<file path="src/rtl/alu_pkg.sv">
// Shared definitions for the MIPS ALU divider: state encoding, latency, 4-bit CLA slice.
package alu_pkg;

  localparam logic [2:0] IDLE = 3'd0;
  localparam logic [2:0] PREP = 3'd1;
  localparam logic [2:0] CALC = 3'd2;
  localparam logic [2:0] FIX  = 3'd3;
  localparam logic [2:0] DONE = 3'd4;

  localparam int DIV_WIDTH   = 32;
  localparam int DIV_LATENCY = DIV_WIDTH + 2;

  typedef enum logic [2:0] {
    S_IDLE = IDLE,
    S_PREP = PREP,
    S_CALC = CALC,
    S_FIX  = FIX,
    S_DONE = DONE
  } div_state_t;

  typedef struct packed {
    logic [3:0] sum;
    logic       cout;
  } cla4_t;

  function automatic cla4_t cla4(input logic [3:0] a, input logic [3:0] b, input logic cin);
    logic [3:0] p;
    logic [3:0] g;
    logic [3:0] c;
    cla4_t      r;
    p    = a ^ b;
    g    = a & b;
    c[0] = cin;
    c[1] = g[0] | (p[0] & cin);
    c[2] = g[1] | (p[1] & g[0]) | (p[1] & p[0] & cin);
    c[3] = g[2] | (p[2] & g[1]) | (p[2] & p[1] & g[0]) | (p[2] & p[1] & p[0] & cin);
    r.cout = g[3] | (p[3] & g[2]) | (p[3] & p[2] & g[1]) | (p[3] & p[2] & p[1] & g[0])
           | (p[3] & p[2] & p[1] & p[0] & cin);
    r.sum  = p ^ c;
    return r;
  endfunction

endpackage

</file>
<file path="src/rtl/div_addsub.sv">
// WIDTH-bit add/subtract built from 4-bit carry-lookahead slices; cout=1 on subtract means no borrow.
module div_addsub
  import alu_pkg::*;
#(
  parameter int WIDTH = 32
) (
  input  logic [WIDTH-1:0] a,
  input  logic [WIDTH-1:0] b,
  input  logic             sub,
  output logic [WIDTH-1:0] sum,
  output logic             cout
);

  localparam int SLICES = WIDTH / 4;

  logic [SLICES:0] carry;

  // Subtraction is a + ~b + 1: the slice inputs are inverted and sub feeds the first carry-in.
  assign carry[0] = sub;

  for (genvar s = 0; s < SLICES; s++) begin : g_slice
    cla4_t r;
    assign r              = cla4(a[4*s +: 4], b[4*s +: 4] ^ {4{sub}}, carry[s]);
    assign sum[4*s +: 4]  = r.sum;
    assign carry[s+1]     = r.cout;
  end

  assign cout = carry[SLICES];

endmodule

</file>
<file path="src/rtl/mips_div_seq.sv">
// Sequential restoring divider (DIV/DIVU) for the MIPS ALU, one quotient bit per cycle.
// Signed support is built only when MIPS_DIV_SIGNED_EN is defined; otherwise every op is DIVU.
module mips_div_seq
  import alu_pkg::*;
#(
  parameter int WIDTH = 32
) (
  input  logic             clk,
  input  logic             rst,
  input  logic             start,
  input  logic             is_signed,
  input  logic [WIDTH-1:0] dividend,
  input  logic [WIDTH-1:0] divisor,
  output logic             busy,
  output logic             done,
  output logic [WIDTH-1:0] quotient,
  output logic [WIDTH-1:0] remainder,
  output logic             div_by_zero
);

  localparam int CW = $clog2(WIDTH);

  div_state_t       state_q, state_d;
  logic [WIDTH-1:0] dvd_q;
  logic [WIDTH-1:0] dvs_q;
  logic [WIDTH-1:0] rem_q;
  logic [WIDTH-1:0] q_q;
  logic [CW-1:0]    cnt_q;
  logic             zero_q;

  logic             accept;
  logic [WIDTH-1:0] rem_shift;
  logic [WIDTH-1:0] as_a;
  logic [WIDTH-1:0] as_b;
  logic [WIDTH-1:0] as_sum;
  logic             as_cout;
  logic             take;

  assign accept    = start && (state_q == S_IDLE || state_q == S_DONE);
  assign rem_shift = {rem_q[WIDTH-2:0], q_q[WIDTH-1]};
  // A bit shifted out of the partial remainder means it already exceeds any divisor.
  assign take      = as_cout | rem_q[WIDTH-1];

`ifdef MIPS_DIV_SIGNED_EN
  logic             sgn_q;
  logic             neg_quo_q;
  logic             neg_rem_q;
  logic             dvd_neg;
  logic             dvs_neg;
  logic [WIDTH-1:0] rem_neg;
  logic             unused_rem_neg_cout;

  assign dvd_neg = sgn_q & dvd_q[WIDTH-1];
  assign dvs_neg = sgn_q & dvs_q[WIDTH-1];

  // In FIX the trial subtractor is idle, so it computes 0 - quotient instead.
  assign as_a = (state_q == S_FIX) ? '0  : rem_shift;
  assign as_b = (state_q == S_FIX) ? q_q : dvs_q;

  div_addsub #(.WIDTH(WIDTH)) u_rem_neg (
    .a    ('0),
    .b    (rem_q),
    .sub  (1'b1),
    .sum  (rem_neg),
    .cout (unused_rem_neg_cout)
  );
`else
  logic unused_is_signed;

  assign unused_is_signed = is_signed;
  assign as_a             = rem_shift;
  assign as_b             = dvs_q;
`endif

  div_addsub #(.WIDTH(WIDTH)) u_addsub (
    .a    (as_a),
    .b    (as_b),
    .sub  (1'b1),
    .sum  (as_sum),
    .cout (as_cout)
  );

  // NOTE: every output of a combinational block gets a default first, so no path can infer a latch.
  always_comb begin
    state_d = state_q;
    busy    = 1'b0;
    done    = 1'b0;
    unique case (state_q)
      S_IDLE: if (start) state_d = S_PREP;
      S_PREP: begin
        busy    = 1'b1;
        state_d = S_CALC;
      end
      S_CALC: begin
        busy = 1'b1;
        if (cnt_q == '0) state_d = S_FIX;
      end
      S_FIX: begin
        busy    = 1'b1;
        state_d = S_DONE;
      end
      S_DONE: begin
        done    = 1'b1;
        state_d = start ? S_PREP : S_IDLE;
      end
      default: state_d = S_IDLE;
    endcase
  end

  // NOTE: sequential state uses non-blocking assignments so every register samples pre-edge values.
  always_ff @(posedge clk) begin
    if (rst) state_q <= S_IDLE;
    else     state_q <= state_d;
  end

  always_ff @(posedge clk) begin
    if (rst) begin
      dvd_q       <= '0;
      dvs_q       <= '0;
      rem_q       <= '0;
      q_q         <= '0;
      cnt_q       <= '0;
      zero_q      <= 1'b0;
      quotient    <= '0;
      remainder   <= '0;
      div_by_zero <= 1'b0;
`ifdef MIPS_DIV_SIGNED_EN
      sgn_q       <= 1'b0;
      neg_quo_q   <= 1'b0;
      neg_rem_q   <= 1'b0;
`endif
    end else begin
      if (accept) begin
        dvd_q <= dividend;
        dvs_q <= divisor;
`ifdef MIPS_DIV_SIGNED_EN
        sgn_q <= is_signed;
`endif
      end
      unique case (state_q)
        S_PREP: begin
          rem_q  <= '0;
          cnt_q  <= CW'(WIDTH - 1);
          zero_q <= (dvs_q == '0);
`ifdef MIPS_DIV_SIGNED_EN
          // Negating the most negative value yields its own pattern, which is the correct magnitude.
          q_q       <= dvd_neg ? -dvd_q : dvd_q;
          dvs_q     <= dvs_neg ? -dvs_q : dvs_q;
          neg_quo_q <= dvd_neg ^ dvs_neg;
          neg_rem_q <= dvd_neg;
`else
          q_q <= dvd_q;
`endif
        end
        S_CALC: begin
          rem_q <= take ? as_sum : rem_shift;
          q_q   <= {q_q[WIDTH-2:0], take};
          if (cnt_q != '0) cnt_q <= cnt_q - CW'(1);
        end
        S_FIX: begin
          div_by_zero <= zero_q;
          if (zero_q) begin
            quotient  <= '1;
            remainder <= dvd_q;
          end else begin
`ifdef MIPS_DIV_SIGNED_EN
            quotient  <= neg_quo_q ? as_sum  : q_q;
            remainder <= neg_rem_q ? rem_neg : rem_q;
`else
            quotient  <= q_q;
            remainder <= rem_q;
`endif
          end
        end
        default: ;
      endcase
    end
  end

endmodule

</file>
<file path="config.mk">
export PLATFORM = sky130hd
export DESIGN_NAME = mips_div_seq
export DESIGN_NICKNAME = d
export VERILOG_FILES = /design/src/rtl/alu_pkg.sv /design/src/rtl/div_addsub.sv /design/src/rtl/mips_div_seq.sv
export SDC_FILE = /design/constraint.sdc
export NUM_CORES = 1
export LEC_CHECK = 0
export ABC_AREA = 1
export BUFFER_PORTS_ARGS = -buffer_cell sky130_fd_sc_hd__buf_2
export CORE_ASPECT_RATIO = 0.5
export CORE_MARGIN = 2
export CORE_UTILIZATION = 60
export CTS_CLUSTER_SIZE = 10
export DETAILED_ROUTE_END_ITERATION = 6
export GPL_ROUTABILITY_DRIVEN = 0
export PLACE_DENSITY = 0.84
export SLEW_MARGIN = 10
export SYNTH_ARGS = -nofsm -noshare
export SYNTH_HDL_FRONTEND = slang
export SYNTH_SLANG_ARGS = --single-unit
</file>
<file path="constraint.sdc">
create_clock -name clk -period 5.5 [get_ports clk]
set_input_delay 0.275 -clock clk [delete_from_list [all_inputs] [get_ports clk]]
set_output_delay 0.275 -clock clk [all_outputs]
set_load 0.005 [all_outputs]
</file>
Word-level counts from Yosys, hierarchy flattened --
Index checks and enable logic that the tools add are counted.
Word-level totals: register bits 202, output and inout port bits 67
Cells by class: $add $sub $neg 1, eq/ne operators 7, mux-type cells 13, bitwise gates (word level) 237, reductions and logical operators 10
Operator list (count):
- $pmux 32 s2 | 2
- $and 1x1->1 | 124
- $mux 32 | 3
- $or 1x1->1 | 81
- $xor 4x4->4 | 16
- $and 4x4->4 | 8
- $logic_not 32->1 | 1
- $not 4->4 | 8
- $pmux 3 s5 | 1
- $pmux 5 s2 | 1
- $eq 3x2->1 const B | 2
- $mux 3 | 2
- $ne 2x2->1 const B | 3
- $logic_not 5->1 | 1
- $mux 5 | 1
- $reduce_bool 5->1 | 1
- $sub 5x1->5 const B | 1
- $reduce_and 2->1 | 2
- $eq 3x1->1 const B | 1
- $eq 3x3->1 const B | 1
- $logic_not 3->1 | 1
- $mux 1 | 3
- $reduce_or 3->1 | 1
- $reduce_bool 2->1 | 1
- other kinds (2) | 2

Logic depth before layout (Yosys ltp) --
Gate-level depths: netlist of the first run.
depth in word-level cells 24, gate-level depth with buffers 24, gate-level depth less buffers 24

Hierarchy --
A second synthesis of the first run with hierarchy kept.
Second synthesis, totals: cell total of the unflattened synthesis 1298, area, all modules 9569.2 um2
Modules (own cells, without submodules):
- mips_div_seq | times used 1, cells each 1053, area each 7895.1 um2, seq. area each 4043.9 um2
- div_addsub | times used 1, cells each 245, area each 1674.1 um2, seq. area each 0.0 um2

Least setup slack after synthesis of the first run --
OpenSTA, ideal clock, no wires.
path type reg-to-reg, from register q_q[31], to register rem_q[29], data arrival time 2.484 ns, required time 5.429 ns, path slack 2.946 ns, stages on the path, launching flop included 25, clock period less this slack 2.554 ns, cells stage by stage dfxtp_1 inv_1 ha_1 inv_2 nand2_1 nand3_1 nand2_2 nand2_2 nand2_2 nand2_2 nand2_4 nand2_4 nand2_4 nand2_2 nand2_2 nand2_2 nand2_4 nand2_2 nand2_4 inv_1 fa_1 xor2_1 nand2_1 nand3_1 a21oi_1
Between the ends: longest elaborated chain between the ends 21, elaborated cells between the ends (all ways) 26, classes of those cells mux (2); bitwise (24)
RTL lines:
- start, declared | RTL line mips_div_seq.sv:27 | logic [WIDTH-1:0] q_q;
- start signal, assigned | RTL line mips_div_seq.sv:152 | q_q <= dvd_q;
- start signal, assigned | RTL line mips_div_seq.sv:157 | q_q <= {q_q[WIDTH-2:0], take};
- $and 4x4->4 | RTL line alu_pkg.sv:32 | g = a & b;
- $and 1x1->1 | RTL line alu_pkg.sv:37 | r.cout = g[3] | (p[3] & g[2]) | (p[3] & p[2] & g[1]) | (p[3] & p[2] & p[1] & g[0])
- $or 1x1->1 | RTL line alu_pkg.sv:37
- $or 1x1->1 (*) | RTL line alu_pkg.sv:38 | | (p[3] & p[2] & p[1] & p[0] & cin);
- $and 1x1->1 (*) | RTL line alu_pkg.sv:38
- $or 1x1->1 (*) | RTL line alu_pkg.sv:38
- $and 1x1->1 (*) | RTL line alu_pkg.sv:38
- $or 1x1->1 (*) | RTL line alu_pkg.sv:38
- [... 5 more ...]
- $or 1x1->1 (*) | RTL line alu_pkg.sv:38
- $and 1x1->1 (*) | RTL line alu_pkg.sv:38
- $or 1x1->1 (*) | RTL line alu_pkg.sv:38
- $and 1x1->1, on equally long branches | RTL line alu_pkg.sv:34, alu_pkg.sv:38
- $or 1x1->1, on equally long branches | RTL line alu_pkg.sv:34, alu_pkg.sv:38
- $xor 4x4->4 / $or 1x1->1 (equally long branches) | RTL line alu_pkg.sv:39, mips_div_seq.sv:42
- $mux 32 (*) | RTL line mips_div_seq.sv:156 | rem_q <= take ? as_sum : rem_shift;
- $pmux 32 s2 (*) | RTL line mips_div_seq.sv:140 | unique case (state_q)
- end signal, assigned | RTL line mips_div_seq.sv:156
- end, declared | RTL line mips_div_seq.sv:26 | logic [WIDTH-1:0] rem_q;
Every way passes the cells marked *; elsewhere a longest branch is shown, timed or not. A chain may end at the register's enable or synchronous reset.

Worst setup path after layout of the first run --
from register q_q[31], to register rem_q[31]
Between the ends: longest elaborated chain between the ends 21, elaborated cells between the ends (all ways) 26, classes of those cells mux (2); bitwise (24)
RTL lines (RTL line):
- $and 4x4->4 | alu_pkg.sv:32
- $and 1x1->1 | alu_pkg.sv:37
- $or 1x1->1 | alu_pkg.sv:37
- $or 1x1->1 (*) | alu_pkg.sv:38
- $and 1x1->1 (*) | alu_pkg.sv:38
- $or 1x1->1 (*) | alu_pkg.sv:38
- $and 1x1->1 (*) | alu_pkg.sv:38
- $or 1x1->1 (*) | alu_pkg.sv:38
- [... 5 more ...]
- $or 1x1->1 (*) | alu_pkg.sv:38
- $and 1x1->1 (*) | alu_pkg.sv:38
- $or 1x1->1 (*) | alu_pkg.sv:38
- $and 1x1->1, on equally long branches | alu_pkg.sv:36, alu_pkg.sv:38
- $or 1x1->1, on equally long branches | alu_pkg.sv:36, alu_pkg.sv:38
- $xor 4x4->4 / $or 1x1->1 (equally long branches) | alu_pkg.sv:39, mips_div_seq.sv:42
- $mux 32 (*) | mips_div_seq.sv:156
- $pmux 32 s2 (*) | mips_div_seq.sv:140
Marked as above.

==> results of run 1 <==
## worst max-delay path by stage
stage	startpoint	endpoint	depth (start not counted)
detailed placement	q_q[31]	rem_q[31]	24
CTS	q_q[31]	rem_q[31]	24
floorplan	q_q[31]	rem_q[29]	24
global route	q_q[31]	rem_q[31]	24
finish	q_q[31]	rem_q[31]	24
global placement	q_q[31]	rem_q[31]	24
## per-stage QoR
stage	instances	utilization, %
floorplan	1267	-
finish	1556	69.7
detailed placement	1530	65.6
global placement	1530	65.6
CTS	1556	69.7
global route	1556	69.7
## synth_stat cells (2+ instances only)
master / instances
sky130_fd_sc_hd__dfxtp_1: 202
sky130_fd_sc_hd__a21oi_1: 178
sky130_fd_sc_hd__nor2_1: 173
sky130_fd_sc_hd__o21ai_0: 135
sky130_fd_sc_hd__nand2_1: 132
sky130_fd_sc_hd__inv_1: 127
sky130_fd_sc_hd__clkbuf_1: 68
sky130_fd_sc_hd__nand3_1: 56
sky130_fd_sc_hd__nand4_1: 39
sky130_fd_sc_hd__ha_1: 35
sky130_fd_sc_hd__a221oi_1: 22
sky130_fd_sc_hd__nor3_1: 17
sky130_fd_sc_hd__a31oi_1: 9
sky130_fd_sc_hd__xnor2_1: 9
sky130_fd_sc_hd__xor2_1: 9
sky130_fd_sc_hd__buf_1: 8
sky130_fd_sc_hd__nand2_2: 8
sky130_fd_sc_hd__fa_1: 7
sky130_fd_sc_hd__nand2_4: 6
sky130_fd_sc_hd__buf_2: 4
sky130_fd_sc_hd__clkinv_1: 4
sky130_fd_sc_hd__buf_6: 3
sky130_fd_sc_hd__inv_2: 2
sky130_fd_sc_hd__nand3b_1: 2
sky130_fd_sc_hd__nor2_2: 2
sky130_fd_sc_hd__nor4_1: 2
sky130_fd_sc_hd__o21bai_1: 2
## cells by family after synthesis
group,count (synthesis),share of synthesized area (%)
AO/OA/AOI/OAI,349,19.7
flip-flops,202,42.9
XOR/XNOR,18,1.67
AND/OR/NAND/NOR,440,20.7
buffers and inverters,216,8.90
adder cells (fa/ha/maj),42,6.13
## power by group
part	leakage, nW	switching (W)	internal [W]
clock	0.307	0.000566	0.000770
combinational	2.84	0.000557	0.000283
sequential	1.65	0.000107	0.00162
## layout make-up
type,instances,area [um^2]
clock buffers,24,601
clock inverters,2,25.0
fillers,1281,4660
inverters,133,499
multi-input cells,849,4550
flip-flops and latches,202,4050
well taps,204,255
repair buffers,142,733
## state kept, by name, summed over array words and instances, names as in the netlist
name	flops
as_b	32
state_q	3
cnt_q	5
div_by_zero	1
rem_q	32
zero_q	1
remainder	32
q_q	32
quotient	32
dvd_q	32
## metal layers
metal  global-route usage (%)  part of all wire [%]  up-vias
met5                        0                     0        -
met1                     42.4                    46     4067
met3                     4.52                   8.8       49
li1                         -                     -     4398
met4                     6.98                   2.0        0
met2                     45.4                    43      383
## critical path, stage by stage (launching register included)
cell                      delay, ns
sky130_fd_sc_hd__dfxtp_1       0.37
sky130_fd_sc_hd__inv_1         0.16
sky130_fd_sc_hd__ha_1          0.36
sky130_fd_sc_hd__inv_2         0.06
sky130_fd_sc_hd__nand2_1       0.06
sky130_fd_sc_hd__nand3_1       0.10
sky130_fd_sc_hd__nand2_2       0.09
sky130_fd_sc_hd__nand2_2       0.07
sky130_fd_sc_hd__nand2_2       0.08
sky130_fd_sc_hd__nand2_2       0.09
sky130_fd_sc_hd__nand2_4       0.06
sky130_fd_sc_hd__nand2_4       0.06
sky130_fd_sc_hd__nand2_4       0.05
sky130_fd_sc_hd__nand2_2       0.07
sky130_fd_sc_hd__nand2_2       0.07
sky130_fd_sc_hd__nand2_2       0.09
sky130_fd_sc_hd__nand2_4       0.06
sky130_fd_sc_hd__nand2_2       0.08
sky130_fd_sc_hd__nand2_4       0.07
sky130_fd_sc_hd__nand2_4       0.28
sky130_fd_sc_hd__nand3_4       0.39
sky130_fd_sc_hd__nand2_1       0.27
sky130_fd_sc_hd__nand2_1       0.07
sky130_fd_sc_hd__nand2_1       0.07
sky130_fd_sc_hd__a21oi_1       0.06
==> flow_metrics.tcl, run 1 <==
set metrics [dict create \
    run_status "completed" \
    finalSetupViolations 0 \
    synth_area_per_inst_um2 7.44 \
    die_height_um 92.6 \
    numCtsBuffers 24 \
    r2r_start "q_q[31]" \
    worst_skew_pair.late_latency_ns 0.51 \
    ys_dominant_reg_cell "sky130_fd_sc_hd__dfxtp_1" \
    grt_pass1_vias 8171 \
    route.vias.total 8897 \
    synth_enable_flop_cells 0 \
    floorplan.die_area_um2 16800 \
    dp_worst_setup_slack_ns 2.23 \
    cts.reportedPaths.clkPinSlew_ns 0.06 \
    timing.setup.tns_ns 0 \
    yosys.cell_types.count 33 \
    synth_largest_type_area_fraction_pct 42.9 \
    worstRegToRegCells 24 \
    hold_end "dvd_q[6]" \
    fmax_mhz 297 \
    detailed_place.area_um2 10100 \
    synth_cells 1267 \
    pin_count 135 \
    end_kind "register" \
    period_minus_slack_ns 3.37 \
    post-route-cell-area_um2 10700 \
    peakVddDrop_uv 215 \
    timing.hold.worst_path_depth 3 \
    synth.largest_area_cell "sky130_fd_sc_hd__dfxtp_1" \
    finalHoldViolations 0 \
    crit_path_max_fanout 33 \
    cts_tree "built" \
    largest_net_degree_at_the_start_of_global_routing 98 \
    mostFrequentLayoutCells "sky130_fd_sc_hd__dfxtp_1, sky130_fd_sc_hd__a21oi_1, sky130_fd_sc_hd__nor2_1, sky130_fd_sc_hd__o21ai_0, sky130_fd_sc_hd__buf_2" \
    power.total_w 0.00391 \
    rr_endpoint "rem_q[31]" \
    clk_path_buf_depth 3 \
    route.antenna.remaining_nets 0 \
    synthesis.yosys.warnings 0 \
    post-route-worst-setup-slack_ns 2.13 \
    max_slew_margin_pct 22.6 \
    grt_use_total_pct 29.1 \
    avgViaCountPerCell 5.72 \
    p_per_area_nw_per_um2 365 \
    synth.area.top_cells "sky130_fd_sc_hd__dfxtp_1, sky130_fd_sc_hd__a21oi_1, sky130_fd_sc_hd__o21ai_0" \
    largest_clock_skew_in_the_final_design_ns 0.0165 \
    min-delay-path-class "in -> reg" \
    antenna_found_initial 0 \
    rsz0062_at_grt "no" \
    num_rows 32 \
    holdWs_ns 0.00981 \
    worstPathArrival_ns 3.73 \
    number_of_buffer_cells_added_on_primary_ports 133 \
    die_width_um 181 \
    insertedDiodeCount 0 \
    final_max_slew_viol_count 0 \
    cts_setup_buffers 0 \
    postSynthRegisterBits 202 \
    wl_per_cell_um 15.8 \
    grt.overflow.total 0 \
    required_ns 5.86 \
    drt_iter0_markers 1014 \
    wire_length_of_the_first_global_routing_pass_um 40000 \
    power_leakage_nw 4.80 \
    hold_buffers 0 \
    initial_core_util_pct 61.3 \
    async_flop_share_pct 0 \
    cts-htree-levels 1 \
    post_cts_resized 0 \
    kind_of_start_point_of_the_critical_path "register" \
    remaining_drc_errors 0 \
    fin_crit_sh_pct 61.3 \
    mappedNetlistNets 1377 \
    drt_first_pass_iters 5 \
    layout.cells.most_common "sky130_fd_sc_hd__dfxtp_1" \
    rrSetupSlack_ns 2.13 \
    placeableCoreArea_um2 15400 \
    dpl_hpwl_um 16600 \
    cts_root_buffer "sky130_fd_sc_hd__clkbuf_16" \
    tritoncts_num_sinks 202 \
    synthToLayoutAreaGrowth_pct 13.7 \
    critical_hold_path_startpoint "dividend[6]" \
    drive_above_1_share_pct 14.3 \
    worst_slew_pin_slew_ns 1.16 \
    yosysSeqAreaShare_pct 42.9 \
    path_class "reg -> reg" \
    cap_violations 0 \
    wirelength_um 24600 \
    mappedNetlistArea_um2 9420 \
    finalNetCount 1462 \
]
No activity file was read; power rests on OpenSTA's default activity.
==> run 2, diff against run 1 <==
CORE_UTILIZATION = 52   (was 60)
PLACE_DENSITY = 0.77   (was 0.84)
clock period = 3.04 ns   (was 5.5 ns; I/O delays follow)
==> run 2 against run 1 <==
  * The run now ends with DRC left
  * Critical path depth unchanged
  * Clock skew fell by 0.0070 ns
  * Register-to-register slack worse by 1.9 ns
  * Sequential power is 81% higher
  * Clock power grew 81%
  * Power grew 85%
  * Via count grew 3.6%
  * Sequential share of layout area fell by 2.9 points
  * Largest power group unchanged
==> flow_metrics.tcl, run 2 (synthesis gave the netlist of run 1 again) <==
set metrics [dict create \
    run_status "complete, but fails checks" \
    violated_checks "DRC" \
    intPower_w 0.00495 \
    timing.setup.tns_ns 0 \
    power.share.clock_pct 33.5 \
    die_width_um 194 \
    critical_path.cell_chain "inv_1 -> ha_4 -> nand2_1 -> nor2_2 -> nor2_2 -> nand2_2 -> nand2_2 -> nand2_4 -> nand2_2 -> nand2_4 -> nand2_4 -> nand2_4 -> nand2_2 -> nand2_4 -> nand2_2 -> nand2_4 -> nand2_2 -> nand2_4 -> inv_1 -> fa_1 -> xor2_1 -> nand2_1 -> nand3_1 -> a21oi_1" \
    clk_path_buf_depth 3 \
    peakVddDrop_uv 394 \
    drt_first_pass_iters 7 \
    route.antenna.remaining_nets 0 \
    cap_violations 0 \
    finalHoldViolations 0 \
    pin_count 135 \
    grt.overflow.total 0 \
    worst_slew_pin_slew_ns 0.803 \
    num_rows 34 \
    rr_endpoint "rem_q[29]" \
    die_height_um 99.2 \
    antenna_found_initial 0 \
    cp_slowest_cell "sky130_fd_sc_hd__fa_1" \
    number_of_buffer_cells_added_on_primary_ports 133 \
    power.total_w 0.00722 \
    netSwitchingFraction_pct 31.4 \
    mostFrequentLayoutCells "sky130_fd_sc_hd__dfxtp_1, sky130_fd_sc_hd__a21oi_1, sky130_fd_sc_hd__nor2_1, sky130_fd_sc_hd__o21ai_0, sky130_fd_sc_hd__buf_2" \
    fin_crit_sh_pct 93.9 \
    wirelength_um 26500 \
    worst_skew_pair.late_latency_ns 0.51 \
    end_kind "register" \
    grt_pass1_vias 8554 \
    min-delay-path-class "in -> reg" \
    cts-htree-levels 1 \
    worstPathArrival_ns 3.21 \
    fmax_mhz 350 \
    placeableCoreArea_um2 17600 \
    remaining_drc_errors 14 \
    largest_net_degree_at_the_start_of_global_routing 98 \
    period_minus_slack_ns 2.85 \
    dpl_hpwl_um 17800 \
    finalNetCount 1541 \
    kind_of_start_point_of_the_critical_path "register" \
    synthToLayoutAreaGrowth_pct 23.2 \
    cts_root_buffer "sky130_fd_sc_hd__clkbuf_16" \
    wl_per_cell_um 15.9 \
    layout.cells.most_common "sky130_fd_sc_hd__dfxtp_1" \
    crit_path_max_fanout 4 \
    finalSetupViolations 0 \
    max_slew_margin_pct 46.1 \
    layout.filler_cells 1448 \
    required_ns 3.39 \
    r2r_start "as_b[2]" \
    power_leakage_nw 5.15 \
    worstRegToRegCells 24 \
    avgViaCountPerCell 5.53 \
    grt_use_total_pct 27.2 \
    tritoncts_num_sinks 202 \
    p_per_area_nw_per_um2 622 \
    floorplan.die_area_um2 19300 \
    initial_core_util_pct 53.6 \
    utilization_pct 66.1 \
    area_taken_by_multi_input_logic_gates_um2 4620 \
    largest_clock_skew_in_the_final_design_ns 0.00944 \
    path_class "reg -> reg" \
    worst_setup_startpoint "as_b[2]" \
    share_comb_of_total_power_pct 23.2 \
    net-switching-power_w 0.00227 \
    drive_above_1_share_pct 15.0 \
    cts_tree "built" \
    share_of_power_burned_in_registers_pct 43.3 \
    wire_length_of_the_first_global_routing_pass_um 43100 \
    critPathMaxStageDelay_ns 0.37 \
    critical_path.most_common_cell "sky130_fd_sc_hd__nand2_4" \
    final_max_slew_viol_count 0 \
    seqCellArea_um2 4050 \
    rrSetupSlack_ns 0.19 \
    cts.reportedPaths.clkPinSlew_ns 0.05 \
    route.vias.total 9219 \
    timing.critical_path.to "rem_q[29]" \
    drt_iter0_markers 987 \
    numCtsBuffers 24 \
]
==> run 2: per-stage QoR <==
stage / std cells / setup slack, ns / area (um^2) / hold slack [ns]
after CTS: 1663 / 0.158 / 11500 / 0.0349
after floorplan: 1267 / 0.486 / 9420 / 0.319
after global routing: 1665 / -0.00449 / 11600 / 0.0767
final: 1666 / 0.185 / 11600 / 0.0576
after global placement: 1573 / 0.239 / 10300 / 0.399
after detailed placement: 1573 / 0.183 / 10300 / 0.413
==> run 2: layout make-up <==
cell class | instances | area share [%]
sequential | 202 | 34.9
multi-input combinational | 849 | 39.8
clock buffer | 24 | 5.17
tap | 234 | 2.52
clock inverter | 2 | 0.216
timing repair buffer | 221 | 13.1
antenna | 1 | 0.0216
inverter | 133 | 4.30
==> run 2: worst min path at each step <==
stage,startpoint,endpoint,slack (ns),cells past startpoint
2_1_floorplan,dividend[0],dvd_q[0],0.32,2
3_3_place_gp,dividend[25],dvd_q[25],0.40,3
3_5_place_dp,dividend[5],dvd_q[5],0.41,3
4_1_cts,divisor[0],as_b[0],0.03,3
5_1_grt,divisor[0],as_b[0],0.08,3
6_report,divisor[0],as_b[0],0.06,3
==> run 2: power by group through the flow <==
stage / sequential [W] / clock (W) / combinational, W
after floorplan: 0.00311 / 0 / 0.00110
after global placement: 0.00316 / 0 / 0.00149
after detailed placement: 0.00317 / 0 / 0.00155
after CTS: 0.00312 / 0.00244 / 0.00162
after global routing: 0.00316 / 0.00255 / 0.00187
final: 0.00313 / 0.00242 / 0.00167
==> run 2: per-layer routing <==
metal / track usage (%) / vias up / routed length, um
met5: 0 / - / 0
met4: 6.21 / 0 / 434
met3: 4.75 / 38 / 2100
met2: 43.4 / 360 / 11700
met1: 38.9 / 4273 / 12400
li1: - / 4548 / -
==> run 2: worst max-delay path, delay by kind of cell, from the launching register on <==
kind | cells | cell delay [ns]
xor+xnor | 1 | 0.15
simple gates | 18 | 1.37
fa+ha+maj | 2 | 0.66
flops | 1 | 0.31
buf+inv | 2 | 0.13
compound gates | 1 | 0.07
==> run 2: what timing repair did <==
item                                   CTS  global route
endpoints found under the hold margin   64             0
setup endpoints to repair                0            14
setup buffers                            0             2
gates resized for setup                  0             8
hold buffers                            64             0
